[src/rtl/serial_frame_tx_pkg.sv]
// Purpose : shared types and defaults for the framed serial transmitter.
// Latency : n/a (types and constants only).
// Backpressure: n/a.
package serial_frame_pkg;

  localparam int DATA_W_DEF     = 8;
  localparam int BIT_CYCLES_DEF = 4;

  typedef enum logic [1:0] {
    IDLE  = 2'd0,
    START = 2'd1,
    DATA  = 2'd2,
    STOP  = 2'd3
  } tx_state_t;

  // Counter width for a modulo-n count; never below one bit so n=1 still
  // yields a legal vector.
  function automatic int cnt_width(input int n);
    return (n > 1) ? $clog2(n) : 1;
  endfunction

endpackage

[src/rtl/serial_frame_tx_if.sv]
// Purpose : frame request / status bundle between the sequencer and the transmitter.
// Latency : n/a (wiring only).
// Backpressure: none; refused requests are reported through the sticky overrun flag.
// Signals : load (request level), din (parallel word), serial_out (line),
//           busy (frame active), done (completion pulse), overrun (sticky refusal).
interface serial_frame_tx_if
  import serial_frame_pkg::*;
#(
  parameter int DATA_W = DATA_W_DEF
);
  logic              load;
  logic [DATA_W-1:0] din;
  logic              serial_out;
  logic              busy;
  logic              done;
  logic              overrun;

  // Sequencer side.
  modport master (
    output load,
    output din,
    input  serial_out,
    input  busy,
    input  done,
    input  overrun
  );

  // Transmitter side.
  modport slave (
    input  load,
    input  din,
    output serial_out,
    output busy,
    output done,
    output overrun
  );
endinterface

[src/rtl/serial_frame_tx_bit_tick_counter.sv]
// Purpose : divides the clock into serial bit periods of BIT_CYCLES clocks.
// Latency : tick is combinational from the count, high on the last clock of each period.
// Backpressure: none; clr holds the count at zero while no frame is running.
// Ports   : clock, reset_n, clr (hold at zero), tick (period end).
module bit_tick_counter
  import serial_frame_pkg::*;
#(
  parameter int BIT_CYCLES = BIT_CYCLES_DEF
) (
  input  logic clock,
  input  logic reset_n,
  input  logic clr,
  output logic tick
);

  localparam int CW = cnt_width(BIT_CYCLES);

  logic [CW-1:0] cnt;

  assign tick = (cnt == CW'(BIT_CYCLES - 1));

  // Wraps from BIT_CYCLES-1 to 0; with BIT_CYCLES=1 the count stays at zero
  // and every clock is a tick.
  always_ff @(posedge clock or negedge reset_n) begin
    if (!reset_n) begin
      cnt <= '0;
    end else if (clr || tick) begin
      cnt <= '0;
    end else begin
      cnt <= cnt + CW'(1);
    end
  end

endmodule

[src/rtl/serial_frame_tx.sv]
// Purpose : captures a parallel word on a load rising edge and sends start, DATA_W bits LSB first, stop.
// Latency : serial_out/busy change right after the accepting edge; frame = (DATA_W+2)*BIT_CYCLES clocks.
// Backpressure: load edges seen while a frame is active are dropped and set the sticky overrun flag.
// Ports   : clock, reset_n (async, active low), bus (slave side of serial_frame_tx_if).
module serial_frame_tx
  import serial_frame_pkg::*;
#(
  parameter int DATA_W     = DATA_W_DEF,
  parameter int BIT_CYCLES = BIT_CYCLES_DEF
) (
  input  logic              clock,
  input  logic              reset_n,
  serial_frame_tx_if.slave  bus
);

  localparam int IW = cnt_width(DATA_W);

  tx_state_t         state;
  tx_state_t         state_nxt;
  logic [DATA_W-1:0] shreg;
  logic [DATA_W-1:0] shreg_nxt;
  logic [IW-1:0]     bidx;
  logic [IW-1:0]     bidx_nxt;
  logic              load_d;
  logic              load_edge;
  logic              tick;
  logic              out_nxt;
  logic              busy_nxt;
  logic              done_nxt;
  logic              refuse;

  assign load_edge = bus.load & ~load_d;
  assign refuse    = load_edge & (state != IDLE);

  // The bit timer is parked at zero in IDLE, so the START period always
  // begins a full BIT_CYCLES window on the accepting edge.
  bit_tick_counter #(
    .BIT_CYCLES (BIT_CYCLES)
  ) u_tick (
    .clock   (clock),
    .reset_n (reset_n),
    .clr     (state == IDLE),
    .tick    (tick)
  );

  always_comb begin
    state_nxt = state;
    shreg_nxt = shreg;
    bidx_nxt  = bidx;
    done_nxt  = 1'b0;
    case (state)
      IDLE: begin
        if (load_edge) begin
          state_nxt = START;
          shreg_nxt = bus.din;
          bidx_nxt  = '0;
        end
      end
      START: begin
        if (tick) begin
          state_nxt = DATA;
        end
      end
      DATA: begin
        if (tick) begin
          shreg_nxt = shreg >> 1;
          if (bidx == IW'(DATA_W - 1)) begin
            state_nxt = STOP;
          end else begin
            bidx_nxt = bidx + IW'(1);
          end
        end
      end
      STOP: begin
        if (tick) begin
          state_nxt = IDLE;
          done_nxt  = 1'b1;
        end
      end
      default: begin
        state_nxt = IDLE;
      end
    endcase

    // Line level is derived from the next state so serial_out can be a flop
    // and still change on the same edge as the state.
    case (state_nxt)
      START:   out_nxt = 1'b0;
      DATA:    out_nxt = shreg_nxt[0];
      default: out_nxt = 1'b1;
    endcase
    busy_nxt = (state_nxt != IDLE);
  end

  always_ff @(posedge clock or negedge reset_n) begin
    if (!reset_n) begin
      state <= IDLE;
    end else begin
      state <= state_nxt;
    end
  end

  // load_d resets high so a load already asserted at reset release is not
  // mistaken for a new request.
  always_ff @(posedge clock or negedge reset_n) begin
    if (!reset_n) begin
      load_d         <= 1'b1;
      shreg          <= '0;
      bidx           <= '0;
      bus.serial_out <= 1'b1;
      bus.busy       <= 1'b0;
      bus.done       <= 1'b0;
      bus.overrun    <= 1'b0;
    end else begin
      load_d         <= bus.load;
      shreg          <= shreg_nxt;
      bidx           <= bidx_nxt;
      bus.serial_out <= out_nxt;
      bus.busy       <= busy_nxt;
      bus.done       <= done_nxt;
      if (refuse) begin
        bus.overrun <= 1'b1;
      end
    end
  end

endmodule

[src/flat_wrapper.sv]
// flat-port wrapper written by rule: the top's interface ports become plain ports
module serial_frame_tx_flat import serial_frame_pkg::*;
#(
  parameter int DATA_W     = DATA_W_DEF,
  parameter int BIT_CYCLES = BIT_CYCLES_DEF
)
  (clock, reset_n, bus_load, bus_din, bus_serial_out, bus_busy, bus_done, bus_overrun);
  serial_frame_tx_if #(.DATA_W(DATA_W)) bus_i ();
  input  logic clock;
  input  logic reset_n;
  input wire logic [$bits(bus_i.load)-1:0] bus_load;
  input wire logic [$bits(bus_i.din)-1:0] bus_din;
  output wire logic [$bits(bus_i.serial_out)-1:0] bus_serial_out;
  output wire logic [$bits(bus_i.busy)-1:0] bus_busy;
  output wire logic [$bits(bus_i.done)-1:0] bus_done;
  output wire logic [$bits(bus_i.overrun)-1:0] bus_overrun;
  assign bus_i.load = bus_load;
  assign bus_i.din = bus_din;
  assign bus_serial_out = bus_i.serial_out;
  assign bus_busy = bus_i.busy;
  assign bus_done = bus_i.done;
  assign bus_overrun = bus_i.overrun;
  serial_frame_tx #(.DATA_W(DATA_W), .BIT_CYCLES(BIT_CYCLES)) u_core (.clock(clock), .reset_n(reset_n), .bus(bus_i));
endmodule
[config.mk]
export PLATFORM = sky130hd
export DESIGN_NAME = serial_frame_tx_flat
export DESIGN_NICKNAME = d
export VERILOG_FILES = /design/src/rtl/serial_frame_tx_pkg.sv /design/src/rtl/serial_frame_tx_if.sv /design/src/rtl/serial_frame_tx_bit_tick_counter.sv /design/src/rtl/serial_frame_tx.sv /design/src/flat_wrapper.sv
export SDC_FILE = /design/constraint.sdc
export NUM_CORES = 1
export LEC_CHECK = 0
export BUFFER_PORTS_ARGS = -buffer_cell sky130_fd_sc_hd__buf_2
export CORE_MARGIN = 2
export CORE_UTILIZATION = 47
export DETAILED_ROUTE_END_ITERATION = 8
export PLACE_DENSITY = 0.67
export REMOVE_ABC_BUFFERS = 1
export SLEW_MARGIN = 20
export SYNTH_ARGS = -nofsm -noshare
export SYNTH_HDL_FRONTEND = slang
export SYNTH_SLANG_ARGS = --single-unit
[constraint.sdc]
create_clock -name clock -period 3.9 [get_ports clock]
set_input_delay 0.78 -clock clock [delete_from_list [all_inputs] [get_ports clock]]
set_output_delay 0.78 -clock clock [all_outputs]
set_load 0.05 [all_outputs]
* Yosys cells after proc, flatten, opt, wreduce, memory -nomap -nowiden
Index checks and enable logic that the tools add are counted.
** Storage, ports and cells
- Logic and storage cells :: 49
- Register bits after elaboration :: 20
- Output and inout port bits :: 4
- Input bits :: 11
** Cells by class
- Bitwise logic cells :: 3
- Add/subtract/negate cells :: 2
- Multiplexer cells :: 17
- Equality and inequality tests :: 10
- Reduce and logical (&&, ||, !) cells :: 7
** Operators by type and width (number)
- $mux 8 :: 2
- $pmux 8 s2 :: 1
- $mux 2 :: 6
- $mux 3 :: 3
- $eq 2x2->1 const B :: 4
- $pmux 2 s4 :: 1
- $pmux 3 s2 :: 1
- $reduce_bool 2->1 :: 3
- $eq 2x1->1 const B :: 2
- $ne 2x2->1 const B :: 2
- $reduce_and 4->1 :: 1
- $add 3x1->3 const B :: 1
- $eq 3x3->1 const B :: 1
- $reduce_and 3->1 :: 1
- $add 2x1->2 const B :: 1
- $and 1x1->1 :: 2
- $logic_not 2->1 :: 1
- $mux 1 :: 2
- $ne 2x1->1 const B :: 1
- $pmux 1 s2 :: 1
- $logic_or 1x1->1 :: 1
- $not 1->1 :: 1

* Longest topological paths before layout
- Depth after elaboration :: 6
- Gate-level depth with buffers :: 6
- Depth with buffers taken out :: 5

* Cells and area by module
From an unflattened synthesis, not the netlist that was laid out.
** Unflattened totals
- Cell total of the unflattened synthesis :: 72
- Area total of the unflattened synthesis :: 923.4 um2
** By module, submodules not included
- serial_frame_tx :: area an instance 838.3 um2, instances 1, cells each 67
- bit_tick_counter :: area an instance 85.1 um2, instances 1, cells each 5

* Worst setup path after synthesis
OpenSTA, ideal clock, no wires.
- Kind :: in2reg
- From :: input bus_load
- To :: register u_core.bidx[0]
- Path slack :: 2.179 ns
- Data arrival time :: 1.596 ns
- Cell stages on the path :: 3
- Data required time :: 3.775 ns
- Setup time :: 0.125 ns
- Cells stage by stage :: or3b_1 > a21o_1 > mux2_2
** Between the ends
- Longest elaborated chain between the ends :: 3
** Ends and longest elaborated chain
- start, declared :: RTL line flat_wrapper.sv:11 : input wire logic [$bits(bus_i.load)-1:0] bus_load;
- $and 1x1->1 :: RTL line serial_frame_tx.sv:32 : assign load_edge = bus.load & ~load_d;
- $ne 2x1->1 (no line)
- $reduce_and 4->1 (no line)
- end signal, assigned :: RTL line serial_frame_tx.sv:117 : bidx <= bidx_nxt;
- end, declared :: RTL line serial_frame_tx.sv:22 : logic [IW-1:0] bidx;
Every way passes these cells.
A chain may end at the register's enable or synchronous reset.

* Worst setup path after layout
- From :: register u_core.bus.serial_out
- To :: output bus_serial_out
** RTL lines
- start, declared :: RTL line serial_frame_tx_if.sv:32 : output serial_out,
- start signal, assigned :: RTL line serial_frame_tx.sv:118 : bus.serial_out <= out_nxt;
- end, declared :: RTL line flat_wrapper.sv:13 : output wire logic [$bits(bus_i.serial_out)-1:0] bus_serial_out;
No word-level cell between the ends.

==> results by group <==
Yosys
  – Syn Area/Cell: 12.3 µm²
  – Sequential-to-total area share from yosys stat: 54.7%
  – Yosys reg bits: 20
  – Yosys warnings: 0
  – Post-synthesis cell count: 75
  – Yosys cell types: 31
  – Synthesized area: 920 µm²

Timing
  – Hold slack final: 0.408 ns
  – Highest clock rate: 541 MHz
  – Fin crit period: 1.85 ns
  – Final-report max-slew violation count: 0
  – Fin crit share: 47.4%
  – Fin Setup TNS: 0 ns
  – Hold Vio Cnt, Final: 0
  – Final Skew: 0.00754 ns
  – Final setup violation count: 0
  – RSZ-0062 raised after global routing: no
  – Worst-margin pin slew: 0.494 ns
  – Relative slew slack: 66.9%

Cells and area
  – Syn-to-layout area delta: 12.2%
  – Commonest non-fill, non-tap cell in the layout: dfrtp_1
  – Core Util, Final: 57.9%
  – Design area: 1030 µm²
  – # nets final: 104
  – FF+latch area: 503 µm²
  – Fraction of layout cells with a size suffix above 1: 25.8%
  – Fill count: 160
  – Finished Layout Cells: 114
  – Area of the multi-input gates: 388 µm²
  – Most frequent cells in the layout: 18 x dfrtp_1, 14 x buf_2, 9 x a22o_1
  – ANT cells: 0

Clock network
  – TritonCTS Buffers: 3
  – Worst-path clk slew: 0.12 ns
  – Depth of the CTS H-tree: 1
  – Root Buffer: clkbuf_4
  – Post CTS Setup Buffer Count: 0
  – Clk Latency, worst-skew pair: 0.29 ns
  – CTS tree: done
  – TritonCTS Sinks: 20
  – Hold-fix buffers, CTS: 0
  – Clock Path Buffers: 2
  – Cts repair resizes: 0

Global routing
  – GRT Total Usage: 14.9%
  – Initial antenna violation count: 0
  – First-pass GRT wire length: 2.44 mm
  – Largest net degree at the start of global routing: 21
  – Vias in the first global route: 538
  – Gr ovfl total: 0

Die
  – Die area: 2330 µm²
  – Rows: 15
  – DIE HEIGHT: 48.2 µm
  – Core region area: 1780 µm²
  – IO Pins: 15
  – DIE WIDTH: 48.2 µm
  – Starting Density: 51.6%

Worst setup path
  – Setup crit start: u_core.bus.serial_out$_DFF_PN1_
  – Worst path top cell family by delay: flip-flops
  – Crit path cell chain: buf_2
  – Worst EP required: 3.12 ns
  – Worst path slowest cell: dfstp_2
  – Critical Path Fanout Max: 1
  – Critical Setup Path Class: reg2out
  – Startpoint types: register
  – WP buf/inv: 1
  – Crit path DAT: 1.07 ns
  – Critical Path End Type: primary output
  – Worst R2R End: u_core.bidx[0]$_DFFE_PN0P_
  – Worst reg-to-reg path cell count: 5
  – Register-to-register setup slack: 2.32 ns
  – RR Startpoint: u_core.bidx[0]$_DFFE_PN0P_
  – Critical path's largest stage delay: 0.53 ns

Routing
  – Initial DRC Count: 2
  – Routed length per instance: 12.9 µm
  – Residual DRC: 0
  – First-pass DRT Iterations: 3
  – Post-DR vias/cell: 5.33
  – Via count: 608
  – Drt total wl: 1.47 mm
  – ANT nets after route: 0

Power and ir drop
  – Lkg Pwr: 0.000516 µW
  – Worst VDD drop: 0.000344 V
  – Power Density: 634 nW/µm²

Worst hold path
  – Hold/Removal Path Class: in2async

Run status
  – Status: complete, no violations

Placed design
  – Port bufs: 14
  – DPL Wire Length: 1.05 mm
  – Post-place instance area: 996 µm²
  – Dpl cells: 110
  – Routability cong.: 0.802

Run
  – Number of max-cap violations: 0
state kept, by name, indices dropped and copies added, names as in the netlist:
register               flops
u_core.bus.serial_out      1
u_core.bidx                3
u_core.u_tick.cnt          2
u_core.state               2
u_core.bus.busy            1
u_core.bus.done            1
u_core.load_d              1
u_core.bus.overrun         1
u_core.shreg               8
layout make-up:
class                      count  share of cell area (%)
inverter                       1                   0.364
tap                           25                    3.03
multi-input combinational     50                    37.6
clock buffer                   4                    3.52
timing repair buffer          14                    6.79
sequential                    20                    48.7
worst max-delay path by stage:
| stage | end | slack, ns | cells past startpoint |
|---|---|---|---|
| floorplan | u_core.bidx[0]$_DFFE_PN0P_ | 2.18 | 3 |
| global route | bus_serial_out | 2.00 | 1 |
| CTS | bus_serial_out | 2.04 | 1 |
| global placement | u_core.bidx[0]$_DFFE_PN0P_ | 2.04 | 4 |
| finish | bus_serial_out | 2.05 | 1 |
| detailed placement | u_core.bidx[0]$_DFFE_PN0P_ | 2.01 | 4 |
per-layer routing:
metal,routed length (µm),GRT usage (%),up-vias
met3,50,3.33,2
met2,681,21.6,10
met5,0,0,-
met4,4,4.86,0
li1,-,-,301
met1,730,21.8,295
where the power goes:
part	switching [µW]	internal [µW]	leakage (µW)	total [µW]
logic	113	90.0	0.000254	203
registers	57.0	275	0.000241	332
clock network	61.6	56.8	0.0000210	118
cells in the mapped netlist:
cell type   n  share of area [%]
dfrtp_1    18                 49
a22o_1      9                8.6
a21o_1      8                6.5
nand2_1     4                1.6
ha_1        3                4.1
nor2_1      3                1.2
a21oi_1     2                1.1
buf_2       2                1.1
dfstp_2     2                5.7
nand2b_1    2                1.4
nor2b_1     2                1.4
a21boi_0    1               0.82
a32oi_1     1               0.95
and3b_1     1               0.95
and4b_1     1                1.1
buf_6       1                1.2
clkbuf_1    1               0.41
inv_1       1               0.41
mux2_2      1                1.2
mux2i_1     1                1.1
nand3_1     1               0.54
nand3b_1    1               0.82
nor2_2      1               0.68
nor3_1      1               0.54
nor3b_1     1               0.82
nor4b_4     1                2.6
o21ai_0     1               0.54
o21bai_1    1               0.82
o2bb2ai_1   1               0.95
or3b_1      1               0.95
xnor2_1     1               0.95
stage by stage:
step                power [µW]  setup WS (ns)
floorplan                  488           2.18
global placement           537           2.04
detailed placement         542           2.01
CTS                        662           2.04
global route               706           2.00
finish                     654           2.05
logic make-up (layout without fill, tap and decap cells):
group | Yosys count | in the layout | share of synthesized area, %
AND/OR/NAND/NOR | 20 | 20 | 14.6
AO/OA/AOI/OAI | 24 | 24 | 20.3
flip-flops | 20 | 20 | 54.7
adder cells (fa/ha/maj) | 3 | 3 | 4.08
buffers and inverters | 5 | 19 | 3.13
XOR/XNOR | 1 | 1 | 0.953
multiplexers | 2 | 2 | 2.31
(Power assumes the default switching activity.)
